$ cat config.mk
export PLATFORM = sky130hd
export DESIGN_NAME = ram_sync_dp
export DESIGN_NICKNAME = d
export VERILOG_FILES = /design/src/rtl/ram_pkg.sv /design/src/rtl/ram_clear_seq.sv /design/src/rtl/ram_sync_dp.sv
export SDC_FILE = /design/constraint.sdc
export NUM_CORES = 1
export LEC_CHECK = 0
export CAP_MARGIN = 20
export CORE_MARGIN = 2
export CORE_UTILIZATION = 30
export CTS_BUF_LIST = sky130_fd_sc_hd__clkbuf_16
export DETAILED_ROUTE_END_ITERATION = 10
export SYNTH_ARGS = -nofsm -noshare
export SYNTH_HDL_FRONTEND = slang
export SYNTH_HIERARCHICAL = 1
export SYNTH_SLANG_ARGS = --single-unit
$ cat constraint.sdc
create_clock -name clk -period 2.85 [get_ports clk]
set_input_delay 0.4275 -clock clk [delete_from_list [all_inputs] [get_ports clk]]
set_output_delay 0.4275 -clock clk [all_outputs]
set_load 0.02 [all_outputs]
$ cat src/rtl/ram_pkg.sv
// Shared definitions for the dual-port synchronous RAM and its clear-sweep controller.
package ram_pkg;

  typedef enum logic [0:0] {
    ST_CLEAR = 1'b0,
    ST_RUN   = 1'b1
  } state_t;

endpackage

$ cat src/rtl/ram_clear_seq.sv
// Post-reset sweep controller: walks every address once, then parks in RUN until the next reset.
module ram_clear_seq
  import ram_pkg::*;
#(
  parameter int AW = 8
) (
  input  logic          clk,
  input  logic          reset,
  output logic          busy,
  output logic [AW-1:0] clr_addr,
  output logic          clr_we
);

  localparam logic [AW-1:0] LAST_ADDR = {AW{1'b1}};
  localparam logic [AW-1:0] ONE       = {{(AW-1){1'b0}}, 1'b1};

  state_t        state_r;
  logic [AW-1:0] cnt_r;
  logic          busy_r;

  // Sweep FSM; leaves CLEAR on the same edge that writes the last address.
  always_ff @(posedge clk) begin
    if (reset) begin
      state_r <= ST_CLEAR;
      cnt_r   <= {AW{1'b0}};
      busy_r  <= 1'b1;
    end else begin
      case (state_r)
        ST_CLEAR: begin
          if (cnt_r == LAST_ADDR) begin
            state_r <= ST_RUN;
            busy_r  <= 1'b0;
          end else begin
            cnt_r <= cnt_r + ONE;
          end
        end
        ST_RUN: begin
          state_r <= ST_RUN;
          busy_r  <= 1'b0;
        end
        default: begin
          state_r <= ST_CLEAR;
          cnt_r   <= {AW{1'b0}};
          busy_r  <= 1'b1;
        end
      endcase
    end
  end

  assign busy     = busy_r;
  assign clr_we   = busy_r;
  assign clr_addr = cnt_r;

endmodule

$ cat src/rtl/ram_sync_dp.sv
// Dual-port synchronous RAM: port A read/write, port B read-only (video scan) with write-first bypass.
// Define RAM_SYNC_DP_CLEAR_EN to fill the array with INIT after every reset before accepting accesses.
module ram_sync_dp
  import ram_pkg::*;
#(
  parameter int            AW   = 8,
  parameter int            DW   = 4,
  parameter logic [DW-1:0] INIT = {DW{1'b0}}
) (
  input  logic          clk,
  input  logic          reset,
  input  logic          a_en,
  input  logic          a_we,
  input  logic [AW-1:0] a_addr,
  input  logic [DW-1:0] a_din,
  output logic [DW-1:0] a_dout,
  input  logic          b_en,
  input  logic [AW-1:0] b_addr,
  output logic [DW-1:0] b_dout,
  output logic          ready
);

  localparam int DEPTH = 2 ** AW;

  logic [DW-1:0] mem_r [DEPTH];
  logic [DW-1:0] a_dout_r;
  logic [DW-1:0] b_dout_r;
  logic          ready_s;
  logic          clr_we_s;
  logic [AW-1:0] clr_addr_s;

`ifdef RAM_SYNC_DP_CLEAR_EN
  logic busy_s;

  ram_clear_seq #(.AW(AW)) u_clear_seq (
    .clk      (clk),
    .reset    (reset),
    .busy     (busy_s),
    .clr_addr (clr_addr_s),
    .clr_we   (clr_we_s)
  );

  assign ready_s = ~busy_s;
`else
  logic ready_r;

  // Without the sweep the array is usable on the first edge after reset.
  always_ff @(posedge clk) begin
    if (reset) begin
      ready_r <= 1'b0;
    end else begin
      ready_r <= 1'b1;
    end
  end

  assign ready_s    = ready_r;
  assign clr_we_s   = 1'b0;
  assign clr_addr_s = {AW{1'b0}};
`endif

  logic          a_wr_s;
  logic          a_rd_s;
  logic          b_rd_s;
  logic          wr_en_s;
  logic [AW-1:0] wr_addr_s;
  logic [DW-1:0] wr_data_s;

  // Request qualification and the single array write port (sweep has priority; reset blocks all writes).
  always_comb begin
    a_wr_s    = ready_s & a_en & a_we & ~reset;
    a_rd_s    = ready_s & a_en & ~a_we & ~reset;
    b_rd_s    = ready_s & b_en & ~reset;
    wr_en_s   = 1'b0;
    wr_addr_s = a_addr;
    wr_data_s = a_din;
    if (clr_we_s && !reset) begin
      wr_en_s   = 1'b1;
      wr_addr_s = clr_addr_s;
      wr_data_s = INIT;
    end else if (a_wr_s) begin
      wr_en_s   = 1'b1;
      wr_addr_s = a_addr;
      wr_data_s = a_din;
    end else begin
      wr_en_s   = 1'b0;
    end
  end

  // Storage array; deliberately not reset.
  always_ff @(posedge clk) begin
    if (wr_en_s) begin
      mem_r[wr_addr_s] <= wr_data_s;
    end
  end

  // Registered read ports; each holds its value on cycles without a read.
  always_ff @(posedge clk) begin
    if (reset) begin
      a_dout_r <= {DW{1'b0}};
      b_dout_r <= {DW{1'b0}};
    end else begin
      if (a_rd_s) begin
        a_dout_r <= mem_r[a_addr];
      end
      if (b_rd_s) begin
        b_dout_r <= (a_wr_s && (a_addr == b_addr)) ? a_din : mem_r[b_addr];
      end
    end
  end

  assign a_dout = a_dout_r;
  assign b_dout = b_dout_r;
  assign ready  = ready_s;

endmodule
==> impl_results.md <==
* Outcome: complete, no violations
* RSZ-0062 raised after global routing: no
* Top FF cell, synth: edfxtp_1
* Die area at 168000 sq um
* CP arrival at 3.35 ns
* First drt pass iteration count at 6
* CTS Hold Bufs at 0
* Synth Area in Compound Gates at 3.669%
* Worst Clk Skew at 0.03901 ns
* Slew margin rel. at 40.25%
* Final Max Tran Viols at 0
* Root buf cell: clkbuf_16
* P&R area growth vs syn at 21.58%
* Number of nets with antenna violations after routing at 0
* Power per cell area at between 500 and 600 nW/um^2
* CTS tree: yes
* Number of synthesized register bits at 1033
* CTS clk-pin slew, worst paths at roughly 0.06 ns
* Finished Core Util at 36.82%
* Pre-CTS setup slack at -0.4733 ns
* Crit share post-route at 96.36%
* IO Count at 34
* Vias in the first global route at around 30000
* Register area share after synthesis at 62.60%
* Post-Syn Nets at 2686
* Final setup viols at 0
* Total CTS buffers at 108
* Nets@finish at 3139
* Vias at approximately 30000
* Post-synth top area share at around 62%
* Worst path slowest cell: mux4_2
* GRT Total Usage at ~18%
* DP HPWL at 109100 microns
* Total global routing overflow at 0
* Die height at 409.8 microns
* Number of synthesized flops with an enable pin at 1024
* I/O Buffers at 33
* Hold Fails Final Rpt at 0
* Post-synthesis mux area share at 26.89%
* Tightest Pin Transition at 0.8847 ns
* Post-Synthesis Cell Area at 49410 sq um
* Post-Synth XOR/XNOR Area at 0.1418%
* Critical path class: register to register
* Worst min path class: input pin to register
* First-pass GRT wire length at between 200000 and 250000 microns
* Maximum VDD drop at roughly 0.44 mV
* Post-Synthesis Cells at 2661
* Synth async-reset ratio at 0%
* Initial core utilization at slightly above 30%
* Synth warn at 6
* Lkg Pwr at between 15 and 20 nW
* Layout cell share with drive strength beyond 1 at slightly below 40%
* Routed WL per cell at approximately 29 microns
* Slowest stage delay, CP at ~0.51 ns
* Setup crit start kind: register
* WP data required at 3.45 ns
* Max Clk Rate at about 0.36 GHz
* Crit-path cells: mux4_2 > and2_1 > a2111oi_0 > buf_4 > o41ai_1 > buf_4 > nor3_1 > buf_4 > or3_1 > a21oi_1
* Clock Sink Count at 1033
* Synth area leader: edfxtp_1
* Synth unique cells at 58
* Most used cell, CP: buf_4
* Vias/cell at 5.552
* Worst skew pair latency at 0.71 ns
* Clk buf depth at 3
* Largest family of logic cells by synthesized area: multiplexers
* Synth top area cells: edfxtp_1 (62%), mux4_2 (23%), mux2i_1 (3.0%)
* PnR worst setup slack at about 0.10 ns
* DRC viols at 0
* Synthesized area per cell at 18.57 sq um
* Gpl congestion at between 0.9 and 1
* Die Wd at 409.8 microns
* Setup crit end kind: register
* Largest net degree at the start of global routing at 75
* DR iter-0 viols at 3800
* WL final at 154200 microns
* H-Tree Depth at 3
* Antenna violations before repair at 9
* Min Tclk post-route at around 2.7 ns
* Simple-gate portion of the synthesized area at 3.996%
* Adder-cell area share of the yosys netlist at 0%
* Core ar. at about 160000 sq um
* Site Rows at 148
* MaxCap Viol Count at 0
* CP Max Fanout at 2
cells by family after synthesis:
logic type | Yosys count
buffers and inverters | 242
AND/OR/NAND/NOR | 447
AO/OA/AOI/OAI | 258
multiplexers | 673
XOR/XNOR | 8
flip-flops | 1033
registers in the layout (all words and copies together), names as in the netlist:
signal  count
a_dout      4
b_dout      4
mem_r    1024
ready       1
worst max-delay path, delay by kind of cell (launching register included):
family,cells,cell delay [ns]
buf+inv,3,0.54
simple gates,3,0.64
flops,1,0.40
compound gates,3,0.56
mux,1,0.51
metrics by stage:
step | hold slack [ns] | cell area (sq um) | std cells | setup TNS (ns) | power, mW
floorplan | 0.5264 | 49410 | 2661 | 0 | 18.64
global placement | 0.6240 | 56390 | 5178 | -15.67 | 20.11
detailed placement | 0.6302 | 56400 | 5179 | -14.98 | 20.11
CTS | 0.2846 | 60070 | 5382 | 0 | 34.61
global route | 0.3105 | 60070 | 5382 | 0 | 35.34
finish | 0.3020 | 60070 | 5384 | 0 | 34.43
synthesized netlist by cell type, drive strengths merged (7+ instances only):
cell / instances
buf: 133
mux2: 7
a21oi: 27
mux4: 519
nor2: 270
o21ai: 56
nand2b: 8
nand2: 36
nor3: 15
o22ai: 36
a221oi: 51
mux2i: 147
dfxtp: 9
and2: 12
a2111oi: 13
nor4: 9
clkbuf: 103
o221ai: 14
nand3: 46
nand4: 10
a22o: 10
edfxtp: 1024
o211ai: 21
nor2b: 23
layout make-up:
cell class,instances,area [sq um]
antenna,2,5.005
clock buffer,109,2728
clock inverter,94,940.9
fill,14900,103100
inverter,6,22.52
multi-input combinational,1386,17150
sequential,1033,30930
tap,2175,2721
timing repair buffer,579,5574
metal layers:
metal  vias to the layer above  share of wire, %  global-route usage, %
met1                     15780                41                  25.44
met3                       275               9.7                  3.598
met2                      1600                46                  28.17
li1                      12230                 -                      -
met4                         4               3.5                  6.326
met5                         -             0.017                      0
timing repair:
action / 4_1_cts / 5_1_grt
setup buffers: 0 / 0
resized for setup: 0 / 1
setup endpoints to repair: 0 / 1
hold endpoints to repair: 0 / 0
cell usage in the layout, fill, tap and decap left out, types with 5 or more instances in the layout:
cell type	instances
nor2b_1	23
mux4_2	506
o211ai_1	21
a22o_1	10
edfxtp_1	1024
nand3_1	46
bufinv_16	17
mux4_1	13
nand2_1	36
nor2_1	270
clkinv_1	24
clkdlybuf4s50_1	18
o22ai_1	36
nor4_1	8
a221oi_1	51
a21oi_1	27
xnor2_1	6
a2111oi_0	12
mux2_2	7
o221ai_1	14
nand4_1	10
inv_1	20
clkinv_2	25
nand2b_1	8
buf_12	91
clkbuf_8	5
clkinvlp_4	5
mux2i_1	147
clkbuf_16	109
buf_4	456
or2_2	6
a211oi_1	5
nor3_1	14
dfxtp_1	9
and2_1	12
o21ai_0	54
power breakdown:
group	switching, mW	internal (mW)	leakage [nW]
clock network	6.13	8.50	1.85
registers	0.0123	16.7	9.27
logic	1.72	1.39	8.43
worst paths after layout:
kind	startpoint	end	slack, ns	depth (start not counted)
worst max-delay path	mem_r[134][1]	b_dout[1]	0.10	10
worst min-delay path	a_din[0]	mem_r[101][0]	0.30	1
worst max register to register	mem_r[134][1]	b_dout[1]	0.10	10
worst min register to register	a_dout[0]	a_dout[0]	0.66	2
Note: power is estimated with default switching activity, not from simulation.
